==> src/rtl/slot_round_ctrl.sv <==
// Slot-machine round sequencer: spin edge -> bet latch -> RNG spin/settle -> evaluate -> one bank command.
// Optional macro PARTIAL_WIN_EN pays bet_r on exactly three equal digits.
module slot_round_ctrl #(
    parameter int SPIN_CYCLES   = 16,
    parameter int SETTLE_CYCLES = 2,
    parameter int MAX_BAL       = 1000
) (
    input  logic        clk,
    input  logic        rst,
    input  logic        spin,
    input  logic        b1,
    input  logic        b10,
    input  logic        b50,
    input  logic        b100,
    input  logic [3:0]  randNum1,
    input  logic [3:0]  randNum2,
    input  logic [3:0]  randNum3,
    input  logic [3:0]  randNum4,
    input  logic [26:0] balance,
    output logic        rng_run,
    output logic        apply,
    output logic        credit,
    output logic [26:0] amount,
    output logic        win,
    output logic        reject,
    output logic        busy,
    output logic        game_over,
    output logic [15:0] rounds
);

    typedef enum logic [2:0] {IDLE, SPIN, SETTLE, EVAL, APPLY, LOCKED} state_t;

    localparam logic [26:0] MAX_BAL_W   = 27'(MAX_BAL);
    localparam logic [15:0] SPIN_LOAD   = 16'(SPIN_CYCLES - 1);
    localparam logic [15:0] SETTLE_LOAD = 16'(SETTLE_CYCLES - 1);

    state_t      state;
    logic        spin_q;
    logic        lock_r;
    logic [15:0] cnt;
    logic [26:0] bet_r;
    logic [26:0] bet;
    logic        req;

    logic        all_eq;
    logic [26:0] headroom;
    logic [26:0] double_bet;
    logic        pay_credit;
    logic        pay_win;
    logic        pay_lock;
    logic [26:0] pay_amount;

    assign req = spin & ~spin_q;

    // NOTE: every always_comb output gets a default first so no path leaves it unassigned (no latch).
    always_comb begin
        bet = '0;
        if (b100)      bet = 27'd100;
        else if (b50)  bet = 27'd50;
        else if (b10)  bet = 27'd10;
        else if (b1)   bet = 27'd1;
    end

    always_comb begin
        all_eq     = (randNum1 == randNum2) && (randNum2 == randNum3) && (randNum3 == randNum4);
        headroom   = (balance < MAX_BAL_W) ? (MAX_BAL_W - balance) : '0;
        double_bet = {bet_r[25:0], 1'b0};
        pay_credit = 1'b0;
        pay_win    = 1'b0;
        pay_lock   = 1'b0;
        pay_amount = '0;
        if (all_eq) begin
            pay_credit = 1'b1;
            pay_win    = 1'b1;
            pay_amount = (double_bet < headroom) ? double_bet : headroom;
        end
`ifdef PARTIAL_WIN_EN
        else if (((randNum1 == randNum2) && (randNum2 == randNum3)) ||
                 ((randNum1 == randNum2) && (randNum2 == randNum4)) ||
                 ((randNum1 == randNum3) && (randNum3 == randNum4)) ||
                 ((randNum2 == randNum3) && (randNum3 == randNum4))) begin
            pay_credit = 1'b1;
            pay_win    = 1'b1;
            pay_amount = (bet_r < headroom) ? bet_r : headroom;
        end
`endif
        else begin
            pay_amount = (bet_r < balance) ? bet_r : balance;
            // Taking the whole balance empties the bank: the game locks.
            pay_lock   = (bet_r >= balance);
        end
    end

    // NOTE: sequential state uses non-blocking assignments so all registers update together at the edge.
    always_ff @(posedge clk or posedge rst) begin
        if (rst) begin
            state     <= IDLE;
            spin_q    <= 1'b0;
            lock_r    <= 1'b0;
            cnt       <= '0;
            bet_r     <= '0;
            rng_run   <= 1'b0;
            apply     <= 1'b0;
            credit    <= 1'b0;
            amount    <= '0;
            win       <= 1'b0;
            reject    <= 1'b0;
            busy      <= 1'b0;
            game_over <= 1'b0;
            rounds    <= '0;
        end else begin
            spin_q <= spin;
            reject <= 1'b0;
            apply  <= 1'b0;
            credit <= 1'b0;
            amount <= '0;
            win    <= 1'b0;
            case (state)
                IDLE: begin
                    if (req) begin
                        if (bet == '0 || bet > balance) begin
                            reject <= 1'b1;
                        end else begin
                            bet_r   <= bet;
                            cnt     <= SPIN_LOAD;
                            rng_run <= 1'b1;
                            busy    <= 1'b1;
                            state   <= SPIN;
                        end
                    end
                end
                SPIN: begin
                    if (cnt == '0) begin
                        rng_run <= 1'b0;
                        cnt     <= SETTLE_LOAD;
                        state   <= SETTLE;
                    end else begin
                        cnt <= cnt - 16'd1;
                    end
                end
                SETTLE: begin
                    if (cnt == '0) state <= EVAL;
                    else           cnt   <= cnt - 16'd1;
                end
                EVAL: begin
                    apply  <= 1'b1;
                    credit <= pay_credit;
                    amount <= pay_amount;
                    win    <= pay_win;
                    lock_r <= pay_lock;
                    rounds <= rounds + 16'd1;
                    state  <= APPLY;
                end
                APPLY: begin
                    if (lock_r) begin
                        game_over <= 1'b1;
                        state     <= LOCKED;
                    end else begin
                        busy  <= 1'b0;
                        state <= IDLE;
                    end
                end
                LOCKED: ;
                default: state <= IDLE;
            endcase
        end
    end

endmodule

==> config.mk <==
export PLATFORM = sky130hd
export DESIGN_NAME = slot_round_ctrl
export DESIGN_NICKNAME = d
export VERILOG_FILES = /design/src/rtl/slot_round_ctrl.sv
export SDC_FILE = /design/constraint.sdc
export NUM_CORES = 1
export LEC_CHECK = 0
export CORE_MARGIN = 5
export CORE_UTILIZATION = 24
export DETAILED_ROUTE_END_ITERATION = 8
export DONT_BUFFER_PORTS = 1
export GPL_ROUTABILITY_DRIVEN = 0
export SLEW_MARGIN = 20
export SYNTH_ARGS = -nofsm -noshare
export SYNTH_HDL_FRONTEND = slang
export SYNTH_SLANG_ARGS = --single-unit
==> constraint.sdc <==
create_clock -name clk -period 3.9 [get_ports clk]
set_clock_uncertainty 0.1 [all_clocks]
set_input_delay 0.975 -clock clk [delete_from_list [all_inputs] [get_ports clk]]
set_output_delay 0.975 -clock clk [all_outputs]
set_load 0.01 [all_outputs]
# ---- Word-level counts from Yosys, hierarchy flattened
# Index checks and enable logic that the tools add are counted.
dict set report classes {
  addsub 3
  order_cmp 5
  n_eq_ne 14
  muxes 33
  bitwise 4
  n_reduce_logical 15
}
# op n
set op_table {}
lappend op_table {{two-way mux 27 bit} 5}
lappend op_table {{two-way mux 16 bit} 4}
lappend op_table {{< comparator 27 bit} 2}
lappend op_table {{one-hot mux 16 bit (3 select lines)} 1}
lappend op_table {{>= comparator 27 bit} 1}
lappend op_table {{> comparator 27 bit} 1}
lappend op_table {{logical NOT 27 bit} 1}
lappend op_table {{< comparator 27 x 10 -> 1 bit (second input constant)} 1}
lappend op_table {{subtractor 10 x 27 -> 27 bit (first input constant)} 1}
lappend op_table {{one-hot mux 3 bit (6 select lines)} 1}
lappend op_table {{adder 16 x 1 -> 16 bit (second input constant)} 1}
lappend op_table {{logical NOT 16 bit} 1}
lappend op_table {{subtractor 16 x 1 -> 16 bit (second input constant)} 1}
lappend op_table {{two-way mux 3 bit} 5}
lappend op_table {{equality test 4 bit} 3}
lappend op_table {{two-way mux 1 bit} 12}
lappend op_table {{inequality test 2 bit (second input constant)} 6}
lappend op_table {{AND reduction 4 bit} 3}
lappend op_table {{two-way mux 7 bit} 1}
lappend op_table {{equality test 3 x 2 -> 1 bit (second input constant)} 2}
lappend op_table {{equality test 3 bit (second input constant)} 2}
lappend op_table {{two-way mux 6 bit} 1}
lappend op_table {{AND reduction 5 bit} 1}
lappend op_table {{two-way mux 4 bit} 1}
lappend op_table {{11 further kinds} 16}
dict set report totals {
  regBits 97
  output_inout_bits 50
  elab_cells 87
}

# ---- Longest topological paths before layout
dict set report depth {
  word_depth 9
  ltp_mapped 15
  mapped_depth_nobuf 15
}

# ---- Least setup slack after synthesis
# OpenSTA, ideal clock, no wires.
dict set report synth_timing {
  path_type {input to register}
  start {in balance[0]}
  end {reg amount[6]}
  arrival_ps 3647
  required_ps 3676
  slack_ps 29
  path_stages 13
  path_buffers 0
  cell_sequence {inv_1 ha_1 nor2_1 a211oi_1 nor3_1 nand3_1 ha_1 a21o_1 a221o_1 o22a_1 o31ai_4 nor3_1 a211o_1}
}
dict set report synth_via {
  elab_chain_cells 6
  word_cells_on_any_way 9
  cone_classes {add/sub: 1; order compare: 3; mux: 5}
}
# element line
set synth_rtl {}
lappend synth_rtl {{start: declaration} 19} ;# input logic [26:0] balance,
lappend synth_rtl {{subtractor 10 x 27 -> 27 bit or < comparator 27 x 10 -> 1 bit (tied branches)} 66} ;# headroom = (balance < MAX_BAL_W) ? (MAX_BAL_W - balance) : '0;
lappend synth_rtl {{two-way mux 27 bit} 66}
lappend synth_rtl {{< comparator 27 bit} 75} ;# pay_amount = (double_bet < headroom) ? double_bet : headroom;
lappend synth_rtl {{two-way mux 27 bit} 75}
lappend synth_rtl {{two-way mux 27 bit *} 72} ;# if (all_eq) begin
lappend synth_rtl {{two-way mux 27 bit *} 118} ;# case (state)
lappend synth_rtl {{end signal: assignment} 148} ;# amount <= pay_amount;
lappend synth_rtl {{end: declaration} 23} ;# output logic [26:0] amount,
# Mark *: on every way between the ends. The rest lies on a longest branch, timed or not.
# A chain may end at the register's enable or synchronous reset.

# ---- Worst setup path after layout
# Ends and elaborated chain as after synthesis.

==> metrics.txt <==
fin cells 662; Via-to-Cell Ratio 4.93; final setup TNS 0 ns; Post-synth EDFFs 0; Crit Path Max Fanout 8; final core utilization 28.8%; maximum clock path buffer count 2; crit path time final 3.54 ns; Slew headroom 49.1%; layout cells sized above 1 9.95%; number of global-route vias before repair 3406; Netlist cell types 55; Pre-antenna DRT Iters 4; mean area per synthesized cell 10.1 um2; Avg WL per Cell 16.0 um; Initial Utilization 24.6%; port bufs 0; largest net degree at the start of global routing 38; # IOs 100; Yosys reg bits 76; postcts setup bufs 0; type of the worst setup path input pin to register; Clock power frac 51.1%; CP startpoint kind input pin; antenna cell count 0; depth of the CTS H-tree 3; drt drc 0; Placeable Area 0.0167 mm2; clock latency on the worst-skew pair 0.34 ns; die footprint 0.0198 mm2; Vert. Die Dim 141 um; Slowest-stage cell, CP o31ai_4; yosys synthesis warning count 0; LEAKAGE 2.12 nW; Syn Inst Count 407; Sw Ratio 22.2%; sequential share of power 45.2%; CP arrival 3.66 ns; Root Buffer Master clkbuf_16; Req. time, crit path 4.02 ns; PostCTS Resize Cnt 0; pwr/cell area 373 mW/mm2; r2r setup slk 0.76 ns; die width 141 um; max-cap viol count 0; Nets 511; Worst-Margin Slew 0.762 ns; Area growth syn-to-layout 16.9%; run status finished clean; TritonCTS clock tree built; first-pass GRT wire length 17.4 mm; clock sinks 76; CP Cell Sequence inv_1, ha_1, nor2_1, a211oi_1, nor3_1, buf_4, nand3_1, ha_1, a21o_1, a221o_1, o31ai_4, nor3_1, a211o_1; clock buffer count from CTS 9; CP Capture Type register; Synth Flop Type dfrtp_1; Min Hold Slack 0.409 ns; RSZ-0062 raised after global routing false; P_int 1.39 mW; detailed placement HPWL 8.28 mm; fraction of registers with async set or reset after synthesis 100%; hold_buf cts 0; Routed Antenna Nets 0; critical path buffer and inverter count 2; Logic pwr share 3.8%; delay-heaviest family, CP compound AO/OA/AOI/OAI gates; total chip power 1.79 mW; sequential-to-total area share from yosys stat 46.3%; fmax 0.282 GHz; Site Rows 47; Slew Viols, Final 0; sw power 0.397 mW; post-synthesis instance area 0.00411 mm2; Tcrit/Tclk final 90.8%; overflow left after global routing 0; Clock Pin Slew Worst Setup and Hold Paths 0.07 ns; Max VDD drop 0.000214 V; CP peak stage delay 0.41 ns; global-route usage over all layers 10.8%; Setup violations, final 0; Vias 3265; Worst Hold Class register to register; placed insts 646; final wirelength 10.6 mm; initial antenna violation count 0; Initial DRC Count 151; Final Hold Viols 0
[cell families (layout without fill, tap and decap cells)]
logic type / Yosys count / after routing / share of synthesized area (%)
buf+inv: 30 / 47 / 3.23
compound gates: 89 / 89 / 15.3
other cells: 1 / 19 / 0.0912
simple gates: 156 / 156 / 20.7
fa+ha+maj: 24 / 24 / 7.30
mux: 10 / 10 / 2.62
flops: 76 / 76 / 46.3
xor+xnor: 21 / 21 / 4.47
[power by group through the flow]
stage          clock [mW]  combinational [mW]  sequential, mW
2_1_floorplan           0              0.0506           0.822
3_3_place_gp            0              0.0662           0.823
3_5_place_dp            0              0.0685           0.824
4_1_cts             0.941              0.0687           0.809
5_1_grt             0.979              0.0796           0.809
6_report            0.915              0.0675           0.809
[Yosys cell counts, drive strengths merged (2+ instances only)]
cell type	instances	share of area, %
or3b	3	0.70
buf	7	1.1
a22oi	2	0.37
o21a	4	0.73
nand2	30	2.7
nor3	18	2.3
a21oi	30	3.7
clkbuf	2	0.18
inv	21	1.9
o31ai	7	1.6
and3	5	0.76
mux2	6	1.6
a21o	4	0.73
nand3	20	2.4
xor2	3	0.64
o21ai	11	1.3
nand2b	5	0.76
or4	7	1.4
nor4	10	1.9
or3	9	1.4
nand3b	3	0.55
o2bb2ai	10	2.1
or2	5	0.76
a211o	7	1.5
and4	2	0.43
mux2i	4	0.97
nand4	8	1.2
a211oi	3	0.55
xnor2	18	3.8
ha	24	7.3
nor2b	3	0.46
a22o	2	0.43
dfrtp	76	46
nor2	23	2.1
and2	2	0.30
a41oi	2	0.43
[sequential cells by signal (all words and copies together) (netlist names)]
register,cells
apply,1
amount,27
bet_r,6
reject,1
win,1
game_over,1
rng_run,1
busy,1
cnt,16
spin_q,1
state,3
lock_r,1
rounds,16
[per-layer routing]
metal / track usage, % / wire (um)
met1: 12.7 / 4320
met2: 18.8 / 5260
met3: 2.68 / 714
met4: 4.90 / 278
met5: 0 / 0
[final timing paths]
kind | start | endpoint | cells past startpoint
max reg2reg | cnt[0]$_DFFE_PP0P_ | cnt[13]$_DFFE_PP0P_ | 9
min in group asynchronous | rst | amount[17]$_DFF_PP0_ | 1
min reg2reg | spin_q$_DFF_PP0_ | reject$_DFF_PP0_ | 2
max | balance[0] | amount[6]$_DFF_PP0_ | 13
min | spin_q$_DFF_PP0_ | reject$_DFF_PP0_ | 2
max in group asynchronous | rst | rounds[3]$_DFFE_PP0P_ | 2
[area by class of cell]
class                      count  area [um2]
clock buffer                   9         225
clock inverter                 7         105
fill                        1779       11900
sequential                    76        1900
multi-input combinational    319        2140
timing repair buffer          10        75.1
tap                          220         275
inverter                      21        78.8
[tightest hold or removal path, stage by stage, from the launching register on]
cell and delay, ns:
dfrtp_1 0.33, nand3b_1 0.10, a21oi_1 0.04
[layout by cell type (no fill, tap or decap), types with 5 or more instances in the layout]
master	count
o31ai_1	6
buf_4	10
or4_1	6
mux2_2	6
nor4_1	9
and3_1	5
nor3_1	17
a21oi_1	30
conb_1	19
inv_1	20
nand4_1	8
nand2_1	30
nand3_1	20
nand2b_1	5
or3_1	9
clkbuf_16	9
o21ai_0	11
dfrtp_1	76
o2bb2ai_1	10
xnor2_1	18
a211o_1	7
nor2_1	23
ha_1	24
[metrics by stage]
stage                     worst slack [ns]  cell area (um2)
after floorplan                     0.0292             4180
after global placement               0.153             4480
after detailed placement            0.0373             4480
after CTS                            0.388             4810
after global routing                 0.122             4810
final                                0.358             4810
(Power assumes the default switching activity.)
